### src/rtl/fetch_pkg.sv
// Shared widths, queue entry type and clog2 helper for the fetch queue unit.
// Every fetch-queue file sizes itself from these constants.
package fetch_pkg;

    function automatic int clog2(input int v);
        int r;
        r = 0;
        for (int i = 0; i < 31; i++)
            if ((1 << i) < v) r = i + 1;
        return r;
    endfunction

    localparam int XLEN     = 16;
    localparam int AW       = 16;
    localparam int FETCH_W  = 2;
    localparam int ISSUE_W  = 2;
    localparam int QDEPTH   = 8;

    localparam int PTR_W    = clog2(QDEPTH);
    localparam int CNT_W    = clog2(QDEPTH + 1);
    localparam int IC_W     = clog2(ISSUE_W + 1);

    typedef struct packed {
        logic [XLEN-1:0] instr;
        logic [AW-1:0]   pc;
    } fetch_entry_t;

endpackage

### src/rtl/fetch_queue_unit_if.sv
// Instruction-memory and decode-side signals of the fetch queue unit.
// master = fetch unit, slave = memory/decode environment.
interface fetch_queue_unit_if;
    import fetch_pkg::*;

    logic                      imem_req;
    logic [AW-1:0]             imem_addr;
    logic                      imem_rvalid;
    logic [FETCH_W*XLEN-1:0]   imem_rdata;
    logic                      redirect_valid;
    logic [AW-1:0]             redirect_pc;
    logic [ISSUE_W-1:0]        out_valid;
    logic [ISSUE_W*XLEN-1:0]   out_instr;
    logic [ISSUE_W*AW-1:0]     out_pc;
    logic [IC_W-1:0]           issue_count;

    modport master (
        output imem_req, imem_addr, out_valid, out_instr, out_pc,
        input  imem_rvalid, imem_rdata, redirect_valid, redirect_pc, issue_count
    );

    modport slave (
        input  imem_req, imem_addr, out_valid, out_instr, out_pc,
        output imem_rvalid, imem_rdata, redirect_valid, redirect_pc, issue_count
    );

endinterface

### src/rtl/fetch_ring_buffer.sv
// Circular queue: FETCH_W-wide enqueue at tail, 0..ISSUE_W dequeue at head, flush.
// Read lanes are masked to zero beyond the valid count.
module fetch_ring_buffer
    import fetch_pkg::*;
(
    input  logic                       clk,
    input  logic                       reset,
    input  logic                       flush_i,
    input  logic                       enq_i,
    input  fetch_entry_t [FETCH_W-1:0] enq_data_i,
    input  logic [IC_W-1:0]            deq_cnt_i,
    output logic [CNT_W-1:0]           count_o,
    output logic [ISSUE_W-1:0]         rd_valid_o,
    output fetch_entry_t [ISSUE_W-1:0] rd_data_o
);

    fetch_entry_t     mem_q [QDEPTH];
    logic [PTR_W-1:0] head_q, head_d, tail_q, tail_d;
    logic [CNT_W-1:0] count_q, count_d, nvalid, deq_eff;

    // Over-large dequeue requests are clamped to what is actually presented.
    always_comb begin
        nvalid  = (count_q > CNT_W'(ISSUE_W)) ? CNT_W'(ISSUE_W) : count_q;
        deq_eff = (CNT_W'(deq_cnt_i) > nvalid) ? nvalid : CNT_W'(deq_cnt_i);
        head_d  = head_q + PTR_W'(deq_eff);
        tail_d  = enq_i ? tail_q + PTR_W'(FETCH_W) : tail_q;
        count_d = count_q - deq_eff + (enq_i ? CNT_W'(FETCH_W) : '0);
        if (flush_i) begin
            head_d  = tail_q;
            tail_d  = tail_q;
            count_d = '0;
        end
    end

    always_ff @(posedge clk or posedge reset) begin
        if (reset) begin
            head_q  <= '0;
            tail_q  <= '0;
            count_q <= '0;
        end else begin
            head_q  <= head_d;
            tail_q  <= tail_d;
            count_q <= count_d;
        end
    end

    always_ff @(posedge clk) begin
        if (enq_i && !flush_i)
            for (int k = 0; k < FETCH_W; k++)
                mem_q[tail_q + PTR_W'(k)] <= enq_data_i[k];
    end

    always_comb begin
        for (int i = 0; i < ISSUE_W; i++) begin
            rd_valid_o[i] = count_q > CNT_W'(i);
            rd_data_o[i]  = (count_q > CNT_W'(i)) ? mem_q[head_q + PTR_W'(i)] : '0;
        end
    end

    assign count_o = count_q;

endmodule

### src/rtl/fetch_queue_unit.sv
// Multi-wide fetch stage: PC, request throttling and in-flight tracking around the ring buffer.
// Define FETCH_QUEUE_PERF_EN to add saturating fetched/flushed counters.
module fetch_queue_unit
    import fetch_pkg::*;
#(
    parameter logic [AW-1:0] RESET_PC = '0
) (
    input  logic                clk,
    input  logic                reset,
    fetch_queue_unit_if.master  bus
`ifdef FETCH_QUEUE_PERF_EN
    ,
    output logic [31:0]         perf_fetched_o,
    output logic [31:0]         perf_flushed_o
`endif
);

    logic [AW-1:0]              pc_q, pc_d, req_addr_q;
    logic                       inflight_q, inflight_d;
    logic                       req, enq;
    logic [CNT_W-1:0]           count, nvalid;
    logic [CNT_W:0]             used;
    fetch_entry_t [FETCH_W-1:0] enq_data;
    logic [ISSUE_W-1:0]         rd_valid;
    fetch_entry_t [ISSUE_W-1:0] rd_data;

    // Room accounts for a response already on its way so the queue can never overflow.
    assign used = {1'b0, count} + (inflight_q ? (CNT_W+1)'(FETCH_W) : '0);
    assign req  = !reset && !bus.redirect_valid && (used <= (CNT_W+1)'(QDEPTH - FETCH_W));
    assign enq  = bus.imem_rvalid && inflight_q && !bus.redirect_valid;

    always_comb begin
        pc_d       = pc_q;
        inflight_d = inflight_q;
        if (bus.redirect_valid) begin
            pc_d       = bus.redirect_pc;
            inflight_d = 1'b0;
        end else if (req) begin
            pc_d       = pc_q + AW'(FETCH_W);
            inflight_d = 1'b1;
        end else if (bus.imem_rvalid) begin
            inflight_d = 1'b0;
        end
    end

    always_ff @(posedge clk or posedge reset) begin
        if (reset) begin
            pc_q       <= RESET_PC;
            inflight_q <= 1'b0;
            req_addr_q <= '0;
        end else begin
            pc_q       <= pc_d;
            inflight_q <= inflight_d;
            if (req) req_addr_q <= pc_q;
        end
    end

    for (genvar k = 0; k < FETCH_W; k++) begin : g_enq
        assign enq_data[k].instr = bus.imem_rdata[k*XLEN +: XLEN];
        assign enq_data[k].pc    = req_addr_q + AW'(k);
    end

    fetch_ring_buffer u_ring (
        .clk        (clk),
        .reset      (reset),
        .flush_i    (bus.redirect_valid),
        .enq_i      (enq),
        .enq_data_i (enq_data),
        .deq_cnt_i  (bus.issue_count),
        .count_o    (count),
        .rd_valid_o (rd_valid),
        .rd_data_o  (rd_data)
    );

    assign bus.imem_req  = req;
    assign bus.imem_addr = pc_q;
    assign bus.out_valid = rd_valid;

    for (genvar i = 0; i < ISSUE_W; i++) begin : g_out
        assign bus.out_instr[i*XLEN +: XLEN] = rd_data[i].instr;
        assign bus.out_pc[i*AW +: AW]        = rd_data[i].pc;
    end

    assign nvalid = (count > CNT_W'(ISSUE_W)) ? CNT_W'(ISSUE_W) : count;

    a_issue_le_valid: assert property (@(posedge clk) disable iff (reset)
        !bus.redirect_valid |-> (CNT_W'(bus.issue_count) <= nvalid));

`ifdef FETCH_QUEUE_PERF_EN
    logic [31:0] fetched_q, flushed_q;
    logic [32:0] fetched_sum, flushed_sum;

    assign fetched_sum = {1'b0, fetched_q} + 33'(FETCH_W);
    assign flushed_sum = {1'b0, flushed_q} + 33'(count)
                       + ((bus.imem_rvalid && inflight_q) ? 33'(FETCH_W) : 33'd0);

    always_ff @(posedge clk or posedge reset) begin
        if (reset) begin
            fetched_q <= '0;
            flushed_q <= '0;
        end else begin
            if (enq)
                fetched_q <= fetched_sum[32] ? '1 : fetched_sum[31:0];
            if (bus.redirect_valid)
                flushed_q <= flushed_sum[32] ? '1 : flushed_sum[31:0];
        end
    end

    assign perf_fetched_o = fetched_q;
    assign perf_flushed_o = flushed_q;
`endif

endmodule

### src/flat_wrapper.sv
// flat-port wrapper written by rule: the top's interface ports become plain ports
module fetch_queue_unit_flat import fetch_pkg::*;
#(
    parameter logic [AW-1:0] RESET_PC = '0
)
  (clk, reset, bus_imem_req, bus_imem_addr, bus_out_valid, bus_out_instr, bus_out_pc, bus_imem_rvalid, bus_imem_rdata, bus_redirect_valid, bus_redirect_pc, bus_issue_count);
  fetch_queue_unit_if bus_i ();
  input  logic clk;
  input  logic reset;
  output wire logic [$bits(bus_i.imem_req)-1:0] bus_imem_req;
  output wire logic [$bits(bus_i.imem_addr)-1:0] bus_imem_addr;
  output wire logic [$bits(bus_i.out_valid)-1:0] bus_out_valid;
  output wire logic [$bits(bus_i.out_instr)-1:0] bus_out_instr;
  output wire logic [$bits(bus_i.out_pc)-1:0] bus_out_pc;
  input wire logic [$bits(bus_i.imem_rvalid)-1:0] bus_imem_rvalid;
  input wire logic [$bits(bus_i.imem_rdata)-1:0] bus_imem_rdata;
  input wire logic [$bits(bus_i.redirect_valid)-1:0] bus_redirect_valid;
  input wire logic [$bits(bus_i.redirect_pc)-1:0] bus_redirect_pc;
  input wire logic [$bits(bus_i.issue_count)-1:0] bus_issue_count;
  assign bus_imem_req = bus_i.imem_req;
  assign bus_imem_addr = bus_i.imem_addr;
  assign bus_out_valid = bus_i.out_valid;
  assign bus_out_instr = bus_i.out_instr;
  assign bus_out_pc = bus_i.out_pc;
  assign bus_i.imem_rvalid = bus_imem_rvalid;
  assign bus_i.imem_rdata = bus_imem_rdata;
  assign bus_i.redirect_valid = bus_redirect_valid;
  assign bus_i.redirect_pc = bus_redirect_pc;
  assign bus_i.issue_count = bus_issue_count;
  fetch_queue_unit #(.RESET_PC(RESET_PC)) u_core (.clk(clk), .reset(reset), .bus(bus_i));
endmodule
### config.mk
export PLATFORM = sky130hd
export DESIGN_NAME = fetch_queue_unit_flat
export DESIGN_NICKNAME = d
export VERILOG_FILES = /design/src/rtl/fetch_pkg.sv /design/src/rtl/fetch_queue_unit_if.sv /design/src/rtl/fetch_ring_buffer.sv /design/src/rtl/fetch_queue_unit.sv /design/src/flat_wrapper.sv
export SDC_FILE = /design/constraint.sdc
export NUM_CORES = 1
export LEC_CHECK = 0
export CAP_MARGIN = 10
export CORE_MARGIN = 2
export CORE_UTILIZATION = 60
export CTS_BUF_LIST = sky130_fd_sc_hd__clkbuf_2 sky130_fd_sc_hd__clkbuf_4 sky130_fd_sc_hd__clkbuf_8
export CTS_CLUSTER_DIAMETER = 200
export DETAILED_ROUTE_END_ITERATION = 7
export HOLD_SLACK_MARGIN = 0.1
export PLACE_DENSITY = 0.83
export SLEW_MARGIN = 5
export SYNTH_ARGS = -nofsm -noshare
export SYNTH_HDL_FRONTEND = slang
export SYNTH_HIERARCHICAL = 1
export SYNTH_SLANG_ARGS = --single-unit
### constraint.sdc
create_clock -name clk -period 6.2 [get_ports clk]
set_input_delay 1.24 -clock clk [delete_from_list [all_inputs] [get_ports clk]]
set_output_delay 1.24 -clock clk [all_outputs]
set_load 0.02 [all_outputs]
==> metrics <==
crit path time final 4.89 ns; number of flops mapped to enable cells by yosys 256; R2R setup slack 2.71 ns; internal power 0.00570 W; Port Buffer Count 136; Worst IR Drop VDD 455 uV; Simple-Gate Fraction of Synth Area 4.08%; Post-Syn Area 0.0142 mm2; Net Count, Synth 920; Yosys reg bits 298; post-route clock period utilization 78.8%; RePlAce Congestion 0.864; row count 56; Post-synth top flop edfxtp_1; setup TNS 0 ns; Sequential Area 0.00874 mm2; Setup crit start kind flop; ANT cells 0; first-pass GRT wire length 45,900 um; die width 158 um; crit path to bus_out_pc[21]; Final setup viols 0; vias in the first global route 8,556; worst path buffer plus inverter count 3; P&R area growth vs syn 18.5%; Final HPWL DP 18,200 um; clk_skew 0.0197 ns; Gate power share 50.9%; max_slew headroom 27.5%; sequential share of power 29.5%; Clk pin slew, worst setup/hold paths 0.06 ns; Cells after Synth 847; Crit Path Max Fanout 35; net switching power 0.00331 W; Synth Area in Adders 1.84%; switch share 36.7%; Die ar. 0.0249 mm2; CP Class reg2out; fin. max-slew vios 0; CP max-delay cell ha_4; CP startpoint u_core/u_ring/head_q[0]; post-cts resize count 0; antenna violations before repair 0; Compound-Gate Fraction of Synth Area 5.76%; max cap viols 0; mean post-synth cell area 16.7 um2; Worst path top cell family by delay buffers and inverters; Die Y 158 um; Async S/R FF share, synth 14.1%; total core area 0.0233 mm2; fraction of layout cells with a size suffix above 1 23.2%; Netlist cell types 50; Hold Crit Class reg2reg; fmax 0.205 GHz; largest family of logic cells by synthesized area multiplexers; clk sinks 298; R2R Path Start u_core/u_ring/count_o[2]; Finished Cell Area 0.0168 mm2; Worst Tran Pin Value 1.09 ns; total track usage 24.5%; Static Leak 5.94 nW; Reg2Reg Depth 15; clock network fraction of design power 19.6%; H-tree Lvls 2; DRT Pass-1 Iters 5; root buffer cell clkbuf_8; area of the multi-input gates 0.00478 mm2; arrival time worst endpoint 3.65 ns; Detailed Route Iter0 Violations 748; RSZ-0062 raised after global routing false; post-CTS setup buffer count 0; total power 0.00901 W; CTS Buf Count 46; # DRC 0; register area share after synthesis 61.7%; Clock Path Buffers 3; RR Endpoint u_core/u_ring/count_o[3]; Ys Warns 6; clk_lat worst skew 0.56 ns; Crit path required time 4.96 ns; Final ANT Viol Nets 0; Nets 1,068; Fillers 1,388; wire length per cell 21.9 um; Crit. End Element primary output; Crit path depth 6; Initial Util 60.7%; Placed Area 0.0158 mm2; xor/xnor share of the synthesized area 1.11%; CTS tree yes; WHS 0.538 ns; via/cell ratio 6.17; status complete, no violations; Hold Fails Final Rpt 0; PD cells 537 mW/mm2; via count 8,342; hold buffer count at cts 0; IO Count 137; largest stage delay on the critical path 0.76 ns; grt ovf 0; largest net degree at the start of global routing 130; total wire length 29,600 um; crit path cell chain ha_4 > buf_4 > mux4_2 > inv_1 > o22ai_1 > clkdlybuf4s50_1; mux share of post-synthesis cell area 20.7%
-- cell families after synthesis --
| kind of cell | count (synthesis) |
|---|---|
| flops | 298 |
| buf+inv | 142 |
| mux | 133 |
| simple gates | 123 |
| compound gates | 114 |
| fa+ha+maj | 19 |
| xor+xnor | 18 |
-- power by group through the flow --
stage,combinational (W),sequential (W),clock (W)
floorplan,0.00313,0.00264,0
global route,0.00490,0.00269,0.00188
CTS,0.00463,0.00266,0.00179
finish,0.00458,0.00266,0.00177
global placement,0.00454,0.00268,0
detailed placement,0.00461,0.00269,0
-- state kept, by name, indices dropped and copies added, names as in the netlist --
register and flops:
u_core/inflight_q 1, u_core/u_ring/head_q 3, u_core/u_ring/mem_q 256, u_core/req_addr_q 16, u_core/u_ring/count_o 4, u_core/bus.imem_addr 16
u_core/u_ring/tail_q 2
-- Yosys cell counts, types with 5 or more instances --
| library cell | n | area [um2] |
|---|---|---|
| ha_1 | 16 | 200 |
| xor2_1 | 9 | 78.8 |
| a221o_1 | 7 | 70.1 |
| inv_1 | 85 | 319 |
| and2_1 | 5 | 31.3 |
| a22o_1 | 32 | 280 |
| o21ai_0 | 16 | 80.1 |
| o21ai_1 | 5 | 25.0 |
| a21oi_1 | 7 | 35.0 |
| nand2_1 | 57 | 214 |
| nand3_1 | 14 | 70.1 |
| buf_4 | 16 | 120 |
| dfrtp_1 | 42 | 1050 |
| clkbuf_1 | 13 | 48.8 |
| edfxtp_1 | 256 | 7690 |
| and3_1 | 5 | 31.3 |
| mux4_2 | 128 | 2880 |
| o22ai_1 | 32 | 200 |
| buf_6 | 9 | 101 |
| buf_2 | 14 | 70.1 |
| nor2_1 | 17 | 63.8 |
| nand4_1 | 6 | 37.5 |
| xnor2_1 | 9 | 78.8 |
-- cell type report --
class	instances	share of cell area (%)
sequential	298	52.1
multi-input combinational	407	28.5
timing repair buffer	152	8.90
clock buffer	62	4.64
tap	319	2.38
inverter	90	2.04
clock inverter	24	1.45
-- routing by layer --
metal  routed length, um  up-vias  share of wire (%)  global-route usage [%]
li1                    -     3666                  -                       -
met1               11600     4272                 39                    32.0
met2               15300      347                 52                    42.3
met3                2150       57                7.3                    4.98
met4                 542        0                1.8                    6.97
met5                   0        -                  0                       0
-- layout by cell type, fill, tap and decap left out, types with 2 or more instances in the layout --
cell type / count
edfxtp_1: 256
clkdlybuf4s50_1: 136
mux4_2: 128
inv_1: 85
nand2_1: 57
clkbuf_8: 50
dfrtp_1: 40
o22ai_1: 32
a22o_1: 32
nor2_1: 17
o21ai_0: 16
ha_1: 15
buf_4: 15
nand3_1: 14
clkbuf_4: 12
clkinv_1: 11
xor2_1: 9
xnor2_1: 9
clkinv_2: 7
a221o_1: 7
a21oi_1: 7
nand4_1: 6
bufinv_16: 5
o21ai_1: 5
and3_1: 5
nor3_1: 4
nor4_1: 4
nor2b_1: 4
and2_2: 4
a21o_1: 3
fa_1: 3
inv_6: 2
inv_2: 2
a22oi_1: 2
o221ai_1: 2
o31a_1: 2
mux2i_1: 2
mux2_1: 2
-- worst register-to-register path: stages (launching register included) --
cell and delay (ns):
dfrtp_1 0.44, inv_1 0.10, ha_1 0.27, nand2_1 0.13
and3_1 0.22, ha_1 0.27, nand2_1 0.06, o221a_2 0.21
mux2_1 0.34, fa_1 0.42, inv_1 0.07, ha_1 0.15
inv_1 0.06, fa_1 0.43, xnor2_1 0.14, nor2_1 0.05
-- how the worst min path moves through the flow --
stage | start | end | slack (ns) | depth (start not counted)
floorplan | u_core/u_ring/tail_q[2] | u_core/u_ring/head_q[2] | 0.50 | 2
global placement | u_core/bus.imem_addr[15] | u_core/req_addr_q[15] | 0.53 | 2
detailed placement | u_core/bus.imem_addr[15] | u_core/req_addr_q[15] | 0.52 | 2
CTS | u_core/bus.imem_addr[15] | u_core/req_addr_q[15] | 0.54 | 2
global route | u_core/bus.imem_addr[15] | u_core/req_addr_q[15] | 0.57 | 2
finish | u_core/u_ring/tail_q[2] | u_core/u_ring/head_q[2] | 0.54 | 2
-- stage by stage --
| stage | std cells | utilization (%) | setup slack [ns] |
|---|---|---|---|
| after floorplan | 847 | - | 2.14 |
| after global placement | 1266 | 67.6 | 1.69 |
| after detailed placement | 1266 | 67.6 | 1.69 |
| after CTS | 1352 | 71.9 | 1.24 |
| after global routing | 1352 | 71.9 | 1.13 |
| final | 1352 | 71.9 | 1.31 |
Note: power is estimated with default switching activity, not from simulation.
